[src/rtl/mole_spawner_if.sv]
// Signal bundle between the random generator / game controller (master)
// and the mole spawner (slave).
interface mole_spawner_if #(
    parameter int NUM_HOLES = 9
);
    logic [8:0]           rand_num;
    logic                 tick_ms;
    logic                 spawn_req;
    logic                 hit_valid;
    logic [3:0]           hit_hole;
    logic [NUM_HOLES-1:0] mole_mask;
    logic                 spawn_ack;
    logic [3:0]           spawn_hole;
    logic                 spawn_drop;
    logic                 hit_ok;
    logic                 hit_bad;
    logic [NUM_HOLES-1:0] expire_mask;
    logic                 busy;

    modport master (
        output rand_num, tick_ms, spawn_req, hit_valid, hit_hole,
        input  mole_mask, spawn_ack, spawn_hole, spawn_drop, hit_ok, hit_bad,
               expire_mask, busy
    );

    modport slave (
        input  rand_num, tick_ms, spawn_req, hit_valid, hit_hole,
        output mole_mask, spawn_ack, spawn_hole, spawn_drop, hit_ok, hit_bad,
               expire_mask, busy
    );
endinterface

[src/rtl/mole_spawner.sv]
// Turns raw random words into mole placements (rejection-sampled hole plus
// random lifetime), ages live moles on the ms tick and resolves player hits.
module mole_spawner #(
    parameter int NUM_HOLES  = 9,
    parameter int MAX_ACTIVE = 3,
    parameter int LIFE_BASE  = 500,
    parameter int RETRY_MAX  = 16
) (
    input  logic          clk_1mhz,
    input  logic          rst,
    mole_spawner_if.slave bus
);
    localparam int RETRY_W = $clog2(RETRY_MAX + 1);

    typedef enum logic [0:0] {IDLE, SAMPLE} state_t;

    state_t             state;
    logic [RETRY_W-1:0] retry;
    logic [9:0]         life_cnt [NUM_HOLES];

    logic [15:0]          mask_ext;
    logic [15:0]          free_ext;
    logic [NUM_HOLES-1:0] hit_clear;
    logic [NUM_HOLES-1:0] expire_now;
    logic [NUM_HOLES-1:0] live_after;
    logic [NUM_HOLES-1:0] free_mask;
    logic [NUM_HOLES-1:0] place_bit;
    logic                 hit_live;
    logic                 cand_ok;
    logic                 place;
    logic                 at_capacity;
    logic [3:0]           cand;
    logic [3:0]           fb_hole;
    logic [3:0]           place_hole;
    logic [9:0]           place_life;

    // NOTE: every always_comb output gets a default before any conditional
    // assignment, so no path can leave it holding a value (no latch).
    always_comb begin
        hit_clear  = '0;
        expire_now = '0;
        place_bit  = '0;
        fb_hole    = '0;

        // Zero padding above NUM_HOLES makes out-of-range indices read as empty.
        mask_ext = 16'(bus.mole_mask);
        hit_live = bus.hit_valid && mask_ext[bus.hit_hole];

        for (int i = 0; i < NUM_HOLES; i++) begin
            hit_clear[i]  = hit_live && (bus.hit_hole == 4'(i));
            expire_now[i] = bus.tick_ms && bus.mole_mask[i] &&
                            (life_cnt[i] == 10'd1) && !hit_clear[i];
        end

        live_after = bus.mole_mask & ~hit_clear & ~expire_now;
        free_mask  = ~live_after;
        free_ext   = 16'(free_mask);

        cand    = bus.rand_num[3:0];
        cand_ok = free_ext[cand];
        for (int i = NUM_HOLES - 1; i >= 0; i--) begin
            if (free_mask[i]) fb_hole = 4'(i);
        end

        place      = (state == SAMPLE) &&
                     (cand_ok || (retry == RETRY_W'(RETRY_MAX - 1)));
        place_hole = cand_ok ? cand : fb_hole;
        place_life = cand_ok ? 10'(LIFE_BASE) + 10'(bus.rand_num[8:4])
                             : 10'(LIFE_BASE);
        for (int i = 0; i < NUM_HOLES; i++) begin
            place_bit[i] = place && (place_hole == 4'(i));
        end

        at_capacity = ($countones(bus.mole_mask) == MAX_ACTIVE);
    end

    // NOTE: the lifetime counters are a small flop array, not RAM, so they
    // take the asynchronous reset together with the rest of the state.
    always_ff @(posedge clk_1mhz or posedge rst) begin
        if (rst) begin
            state           <= IDLE;
            retry           <= '0;
            bus.mole_mask   <= '0;
            bus.spawn_ack   <= 1'b0;
            bus.spawn_hole  <= '0;
            bus.spawn_drop  <= 1'b0;
            bus.hit_ok      <= 1'b0;
            bus.hit_bad     <= 1'b0;
            bus.expire_mask <= '0;
            bus.busy        <= 1'b0;
            for (int i = 0; i < NUM_HOLES; i++) life_cnt[i] <= '0;
        end else begin
            bus.spawn_ack   <= place;
            bus.spawn_drop  <= 1'b0;
            bus.hit_ok      <= hit_live;
            bus.hit_bad     <= bus.hit_valid && !hit_live;
            bus.expire_mask <= expire_now;
            bus.mole_mask   <= live_after | place_bit;
            if (place) bus.spawn_hole <= place_hole;

            // A placement overrides a same-cycle clear of a freed hole.
            for (int i = 0; i < NUM_HOLES; i++) begin
                if (place_bit[i])
                    life_cnt[i] <= place_life;
                else if (hit_clear[i] || expire_now[i])
                    life_cnt[i] <= '0;
                else if (bus.tick_ms && bus.mole_mask[i])
                    life_cnt[i] <= life_cnt[i] - 10'd1;
            end

            unique case (state)
                IDLE: begin
                    if (bus.spawn_req) begin
                        if (at_capacity) begin
                            bus.spawn_drop <= 1'b1;
                        end else begin
                            state    <= SAMPLE;
                            retry    <= '0;
                            bus.busy <= 1'b1;
                        end
                    end
                end
                SAMPLE: begin
                    bus.spawn_drop <= bus.spawn_req;
                    if (place) begin
                        state    <= IDLE;
                        bus.busy <= 1'b0;
                    end else begin
                        retry <= retry + RETRY_W'(1);
                    end
                end
                default: state <= IDLE;
            endcase
        end
    end
endmodule

[src/flat_wrapper.sv]
// flat-port wrapper written by rule: the top's interface ports become plain ports
module mole_spawner_flat 
#(
    parameter int NUM_HOLES  = 9,
    parameter int MAX_ACTIVE = 3,
    parameter int LIFE_BASE  = 500,
    parameter int RETRY_MAX  = 16
)
  (clk_1mhz, rst, bus_rand_num, bus_tick_ms, bus_spawn_req, bus_hit_valid, bus_hit_hole, bus_mole_mask, bus_spawn_ack, bus_spawn_hole, bus_spawn_drop, bus_hit_ok, bus_hit_bad, bus_expire_mask, bus_busy);
  mole_spawner_if #(.NUM_HOLES(NUM_HOLES)) bus_i ();
  input  logic clk_1mhz;
  input  logic rst;
  input wire logic [$bits(bus_i.rand_num)-1:0] bus_rand_num;
  input wire logic [$bits(bus_i.tick_ms)-1:0] bus_tick_ms;
  input wire logic [$bits(bus_i.spawn_req)-1:0] bus_spawn_req;
  input wire logic [$bits(bus_i.hit_valid)-1:0] bus_hit_valid;
  input wire logic [$bits(bus_i.hit_hole)-1:0] bus_hit_hole;
  output wire logic [$bits(bus_i.mole_mask)-1:0] bus_mole_mask;
  output wire logic [$bits(bus_i.spawn_ack)-1:0] bus_spawn_ack;
  output wire logic [$bits(bus_i.spawn_hole)-1:0] bus_spawn_hole;
  output wire logic [$bits(bus_i.spawn_drop)-1:0] bus_spawn_drop;
  output wire logic [$bits(bus_i.hit_ok)-1:0] bus_hit_ok;
  output wire logic [$bits(bus_i.hit_bad)-1:0] bus_hit_bad;
  output wire logic [$bits(bus_i.expire_mask)-1:0] bus_expire_mask;
  output wire logic [$bits(bus_i.busy)-1:0] bus_busy;
  assign bus_i.rand_num = bus_rand_num;
  assign bus_i.tick_ms = bus_tick_ms;
  assign bus_i.spawn_req = bus_spawn_req;
  assign bus_i.hit_valid = bus_hit_valid;
  assign bus_i.hit_hole = bus_hit_hole;
  assign bus_mole_mask = bus_i.mole_mask;
  assign bus_spawn_ack = bus_i.spawn_ack;
  assign bus_spawn_hole = bus_i.spawn_hole;
  assign bus_spawn_drop = bus_i.spawn_drop;
  assign bus_hit_ok = bus_i.hit_ok;
  assign bus_hit_bad = bus_i.hit_bad;
  assign bus_expire_mask = bus_i.expire_mask;
  assign bus_busy = bus_i.busy;
  mole_spawner #(.NUM_HOLES(NUM_HOLES), .MAX_ACTIVE(MAX_ACTIVE), .LIFE_BASE(LIFE_BASE), .RETRY_MAX(RETRY_MAX)) u_core (.clk_1mhz(clk_1mhz), .rst(rst), .bus(bus_i));
endmodule
[config.mk]
export PLATFORM = sky130hd
export DESIGN_NAME = mole_spawner_flat
export DESIGN_NICKNAME = d
export VERILOG_FILES = /design/src/rtl/mole_spawner_if.sv /design/src/rtl/mole_spawner.sv /design/src/flat_wrapper.sv
export SDC_FILE = /design/constraint.sdc
export NUM_CORES = 1
export LEC_CHECK = 0
export ABC_AREA = 1
export BUFFER_PORTS_ARGS = -buffer_cell sky130_fd_sc_hd__buf_2
export CAP_MARGIN = 20
export CORE_MARGIN = 3
export CORE_UTILIZATION = 60
export CTS_CLUSTER_SIZE = 40
export DETAILED_ROUTE_END_ITERATION = 8
export PLACE_DENSITY = 0.78
export SYNTH_ARGS = -nofsm -noshare
export SYNTH_HDL_FRONTEND = slang
export SYNTH_SLANG_ARGS = --single-unit
[constraint.sdc]
create_clock -name clk_1mhz -period 4 [get_ports clk_1mhz]
set_input_delay 0.2 -clock clk_1mhz [delete_from_list [all_inputs] [get_ports clk_1mhz]]
set_output_delay 0.2 -clock clk_1mhz [all_outputs]
set_load 0.01 [all_outputs]
## Word-level counts from Yosys, hierarchy flattened

Cells that the tools add are included.

| cells by class | value |
|---|---|
| $add $sub $neg | 19 |
| order comparisons | 2 |
| equality and inequality tests | 31 |
| muxes and demuxes | 57 |
| bitwise gates (word level) | 7 |
| reductions and logical operators | 81 |

Operators by type and width:

| cell | count |
|---|---|
| $mux W10 | 28 |
| $add A32 B32 Y32 | 3 |
| $eq A10 B1 Y1 const B | 9 |
| $sub A10 B1 Y10 const B | 9 |
| $logic_and A1 B1 Y1 | 48 |
| $mux W4 | 10 |
| $add A32 B1 Y32 | 1 |
| $eq A32 B3 Y1 const B | 1 |
| $eq A4 B3 Y1 const B | 8 |
| $not A9 Y9 | 3 |
| $reduce_bool A3 Y1 | 9 |
| $and A9 B9 Y9 | 2 |
| $eq A4 B2 Y1 const B | 4 |
| $mux W5 | 3 |
| $add A9 B5 Y10 const A | 1 |
| $logic_not A1 Y1 | 10 |
| $logic_or A1 B1 Y1 | 10 |
| $lt A4 B5 Y1 const B | 2 |
| $mux W1 | 10 |
| $pmux W5 S2 | 1 |
| $or A9 B9 Y9 | 1 |
| $add A1 B1 Y2 | 4 |
| $bmux W1 S4 | 2 |
| $eq A4 B1 Y1 const B | 2 |
| 8 further kinds | 16 |

| storage, ports and cells | value |
|---|---|
| bits in registers | 123 |
| output and inout bits | 27 |
| logic and storage cells | 216 |

## Depth between registers and ports, before layout

| logic depth | value |
|---|---|
| depth after elaboration | 22 |
| mapped depth | 27 |
| mapped depth without buffers | 26 |

## Worst setup path after synthesis

No wires, ideal clock.

| timing path | value |
|---|---|
| kind | register to register |
| start point | register u_core.bus.mole_mask[7] |
| end point | register u_core.retry[2] |
| library setup time | 0.128 ns |
| data arrival time | 2.901 ns |
| required time | 3.872 ns |
| path slack | 0.971 ns |
| cell stages (with the launch flop) | 14 |
| buffers on the path | 0 |
| period minus slack after synthesis | 3.029 ns |
| cell sequence | dfrtp_1 -> ha_1 -> inv_1 -> fa_1 -> inv_1 -> fa_1 -> ha_1 -> fa_1 -> nor2_1 -> nand3_1 -> nand3_1 -> nand2_1 -> a21oi_1 -> a21oi_1 |

| on the way | value |
|---|---|
| cells in the longest elaborated chain, start to end | 15 |

Ends and longest elaborated chain:

| element | RTL line | source |
|---|---|---|
| start: declaration | mole_spawner_if.sv:28 | `output mole_mask, spawn_ack, spawn_hole, spawn_drop, hit_ok, hit_bad,` |
| start signal: assignment | mole_spawner.sv:98 | `bus.mole_mask <= live_after \| place_bit;` |
| branches (longest 14 deep; another with $add A32 B32 Y32) | -- |  |
| $reduce_and A3 Y1 (no source line) (*) | -- |  |
| end signal: assignment | mole_spawner.sv:129 | `retry <= retry + RETRY_W'(1);` |
| end: declaration | mole_spawner.sv:18 | `logic [RETRY_W-1:0] retry;` |

Every way passes the cells marked *. The select of a mux whose other input is x is not followed.
A chain may end at the register's enable or synchronous reset.

## Worst setup path in the final report

| timing path | value |
|---|---|
| start point | register u_core.bus.mole_mask[4] |
| end point | register u_core.retry[2] |

The elaborated chain is that of the path after synthesis.

==> impl_results.md <==
- Status: complete, but fails checks
- Failing checks: hold timing
- Max transition margin: 0.358
- Setup crit end kind: register
- Crit Path Max Fanout: 7
- Initial Util: 0.627
- WL/cell: 15.0 um
- # DRC: 0
- # resized after CTS: 0
- Post-place instance area: 0.00890 mm^2
- Vias: 8141
- Fin. Hold Viols: 5
- Top cells by area, synth: dfrtp_1, nand2_1, inv_1
- Clk_skew: 0.00797 ns
- Setup Crit Path Kind: register to register
- Comb pwr share: 0.476
- Die height: 125 um
- CTS root buf: clkbuf_16
- WP data arrival: 3.62 ns
- Switching power: 3.27 mW
- FMAX: 301 MHz
- Routed WL: 22400 um
- Top Ports: 45
- EDFF count, synth: 0
- Die W: 125 um
- DR iter-0 viols: 700
- Reg clk slew, reported paths: 0.06 ns
- Final slew viol count: 0
- Library cells used by synthesis: 41
- Worst VDD drop: 0.464 mV
- Post-CTS Setup Repair Bufs: 0
- H-Tree Depth: 4
- Required time worst endpoint: 4.30 ns
- Flops & latches, synth: 123
- Drt first pass iters: 6
- Filler cells: 1186
- Core Area: 0.0136 mm^2
- Routed Antenna Nets: 0
- Internal cell power: 3.90 mW
- Hold Buf Count CTS: 0
- Nets: 1355
- MaxCap Viol Count: 0
- Cell area after layout: 0.00945 mm^2
- Leading area contributor after synthesis: dfrtp_1
- Net Count, Synth: 1298
- Vias in the first global route: 7560
- Mean Syn Cell Area: 6.81 um^2
- Switching fraction of total power: 0.456
- Synth Cell Area: 0.00850 mm^2
- Die ar.: 0.0156 mm^2
- Register area share after synthesis: 0.362
- Setup TNS Final: 0 ns
- Final period util: 0.830
- Synth warn: 0
- Sink Count: 123
- Area occupied by multi-input gates: 0.00465 mm^2
- TritonCTS clock tree: built
- Largest net degree at the start of global routing: 77
- Fin crit period: 3.32 ns
- Clock buffer depth: 2
- Global-route wire length before repair: 37200 um
- I/O Buffers: 44
- Commonest cells in the netlist: nand2_1, inv_1, nor2_1
- Endpoints failing setup: 0
- Register Area: 0.00308 mm^2
- Top-count cell post-synth: nand2_1
- Vias per cell: 5.45
- RSZ-0062 raised after global routing: false
- Layout cell share with drive strength beyond 1: 0.102
- Ys flop type: dfrtp_1
- Internal reg-to-reg setup slack: 0.68 ns
- Area fraction of the dominant cell type after synthesis: 0.362
- Gr usage total: 0.293
- N_diodes: 0
- Post-Synthesis Cells: 1248
- Synth async-reset ratio: 1.00
- Placement Rows: 42
- Initial antenna violation count: 0
- CP startpoint kind: register
- PD cells: 760 mW/mm^2
- Clock share of power: 0.201
- WHS: -0.00820 ns
- CTS buffer count: 17
- Clock insertion delay at the later pin of the skew report: 0.43 ns
- Flop pwr share: 0.323
- Leak: 5.28 nW
- Hold WC Path Type: input port to asynchronous set/reset pin
- Slew @ Worst Pin: 0.963 ns
- Routability cong.: 0.960
- Detailed placement HPWL: 16400 um
- Area Overhead vs Synth: 11.1%
- Grt ovf: 0
[final cells by class]
cell class,instances,area share
Clock buffer,25,0.0514
Clock inverter,7,0.00689
Inverter,182,0.0726
Multi-Input combinational cell,931,0.492
Sequential cell,123,0.326
Tap cell,176,0.0233
Timing Repair Buffer,50,0.0281
[registers in the layout, indices dropped and copies added (netlist names)]
signal,flops
u_core.bus.spawn_hole,4
u_core.retry,5
u_core.bus.hit_bad,1
u_core.life_cnt,90
u_core.bus.spawn_drop,1
u_core.bus.busy,1
u_core.bus.expire_mask,9
u_core.state,1
u_core.bus.spawn_ack,1
u_core.bus.mole_mask,9
u_core.bus.hit_ok,1
[final timing paths]
kind                                              startpoint                              endpoint  depth (start not counted)
max                        u_core.bus.mole_mask[4]$_DFF_PP0_           u_core.retry[2]$_DFFE_PP0P_                         13
min                                                      rst          u_core.bus.hit_bad$_DFF_PP0_                          2
max reg2reg                u_core.bus.mole_mask[4]$_DFF_PP0_           u_core.retry[2]$_DFFE_PP0P_                         13
min reg2reg                      u_core.bus.busy$_DFFE_PP0P_           u_core.bus.busy$_DFFE_PP0P_                          2
max in group asynchronous                                rst  u_core.bus.spawn_hole[0]$_DFFE_PP0P_                          3
min in group clk_1mhz                          bus_spawn_req       u_core.bus.spawn_drop$_DFF_PP0_                          2
[worst max-delay path, cell delays in order (launching register included)]
cell,delay [ns]
dfrtp_1,0.49
ha_1,0.33
inv_1,0.05
fa_1,0.50
inv_1,0.05
fa_1,0.39
ha_1,0.20
fa_1,0.44
nor2_1,0.10
nand3_1,0.13
nand3_1,0.14
nand2_1,0.17
a21oi_1,0.17
a21oi_1,0.05
[kinds of logic (layout without fill, tap and decap cells)]
kind of cell    after synthesis  after routing  synth area share
flops                       123            123             0.362
xor+xnor                     40             40            0.0412
compound gates               93             93            0.0617
buf+inv                     194            264            0.0911
simple gates                765            765             0.391
mux                           1              1           0.00118
fa+ha+maj                    32             32            0.0515
[layer usage]
layer	global-route usage	vias up	wire length, um
met1	0.412	3771	10200
met5	0	-	0
met3	0.0580	35	1610
li1	-	4025	-
met4	0.101	0	424
met2	0.455	310	10200
[power groups by stage]
stage	registers, mW	logic (mW)	clock network, mW
finish	2.32	3.41	1.44
global route	2.39	3.93	1.51
CTS	2.30	3.40	1.46
detailed placement	2.30	3.36	0
global placement	2.31	3.28	0
floorplan	2.21	2.64	0
[cells in the final DEF, fill, tap and decap left out, types with 2 or more instances in the layout]
master	synthesis	final
nand2_1	438	438
inv_1	175	174
nor2_1	142	142
dfrtp_1	123	123
nand3_1	74	74
buf_2	4	44
o21ai_0	37	37
a21oi_1	32	32
ha_1	27	27
nor3_1	25	25
xor2_1	25	25
nand4_1	18	18
clkbuf_16	0	17
xnor2_1	15	15
o211ai_1	15	15
nand2_2	12	12
nor2_4	12	12
nor4_1	10	10
nand3_2	9	9
nor2_2	7	7
or2_2	7	7
inv_2	6	6
buf_4	3	6
fa_1	5	5
clkbuf_1	1	5
clkinv_2	0	4
nand3b_1	3	3
nand2b_1	3	3
clkbuf_8	0	3
a31oi_1	2	2
a21boi_0	2	2
clkinvlp_4	0	2
[through the flow]
stage	total power [mW]	cells	utilization	hold slack, ns	worst slack (ns)
final	7.18	1494	0.697	-0.00820	0.680
after global placement	5.58	1462	0.656	0.463	0.745
after CTS	7.15	1494	0.697	0.0274	0.697
after floorplan	4.85	1248	-	0.349	0.529
after detailed placement	5.66	1462	0.656	0.462	0.721
after global routing	7.84	1494	0.697	0.0458	0.371
Note: power is estimated with default switching activity, not from simulation.
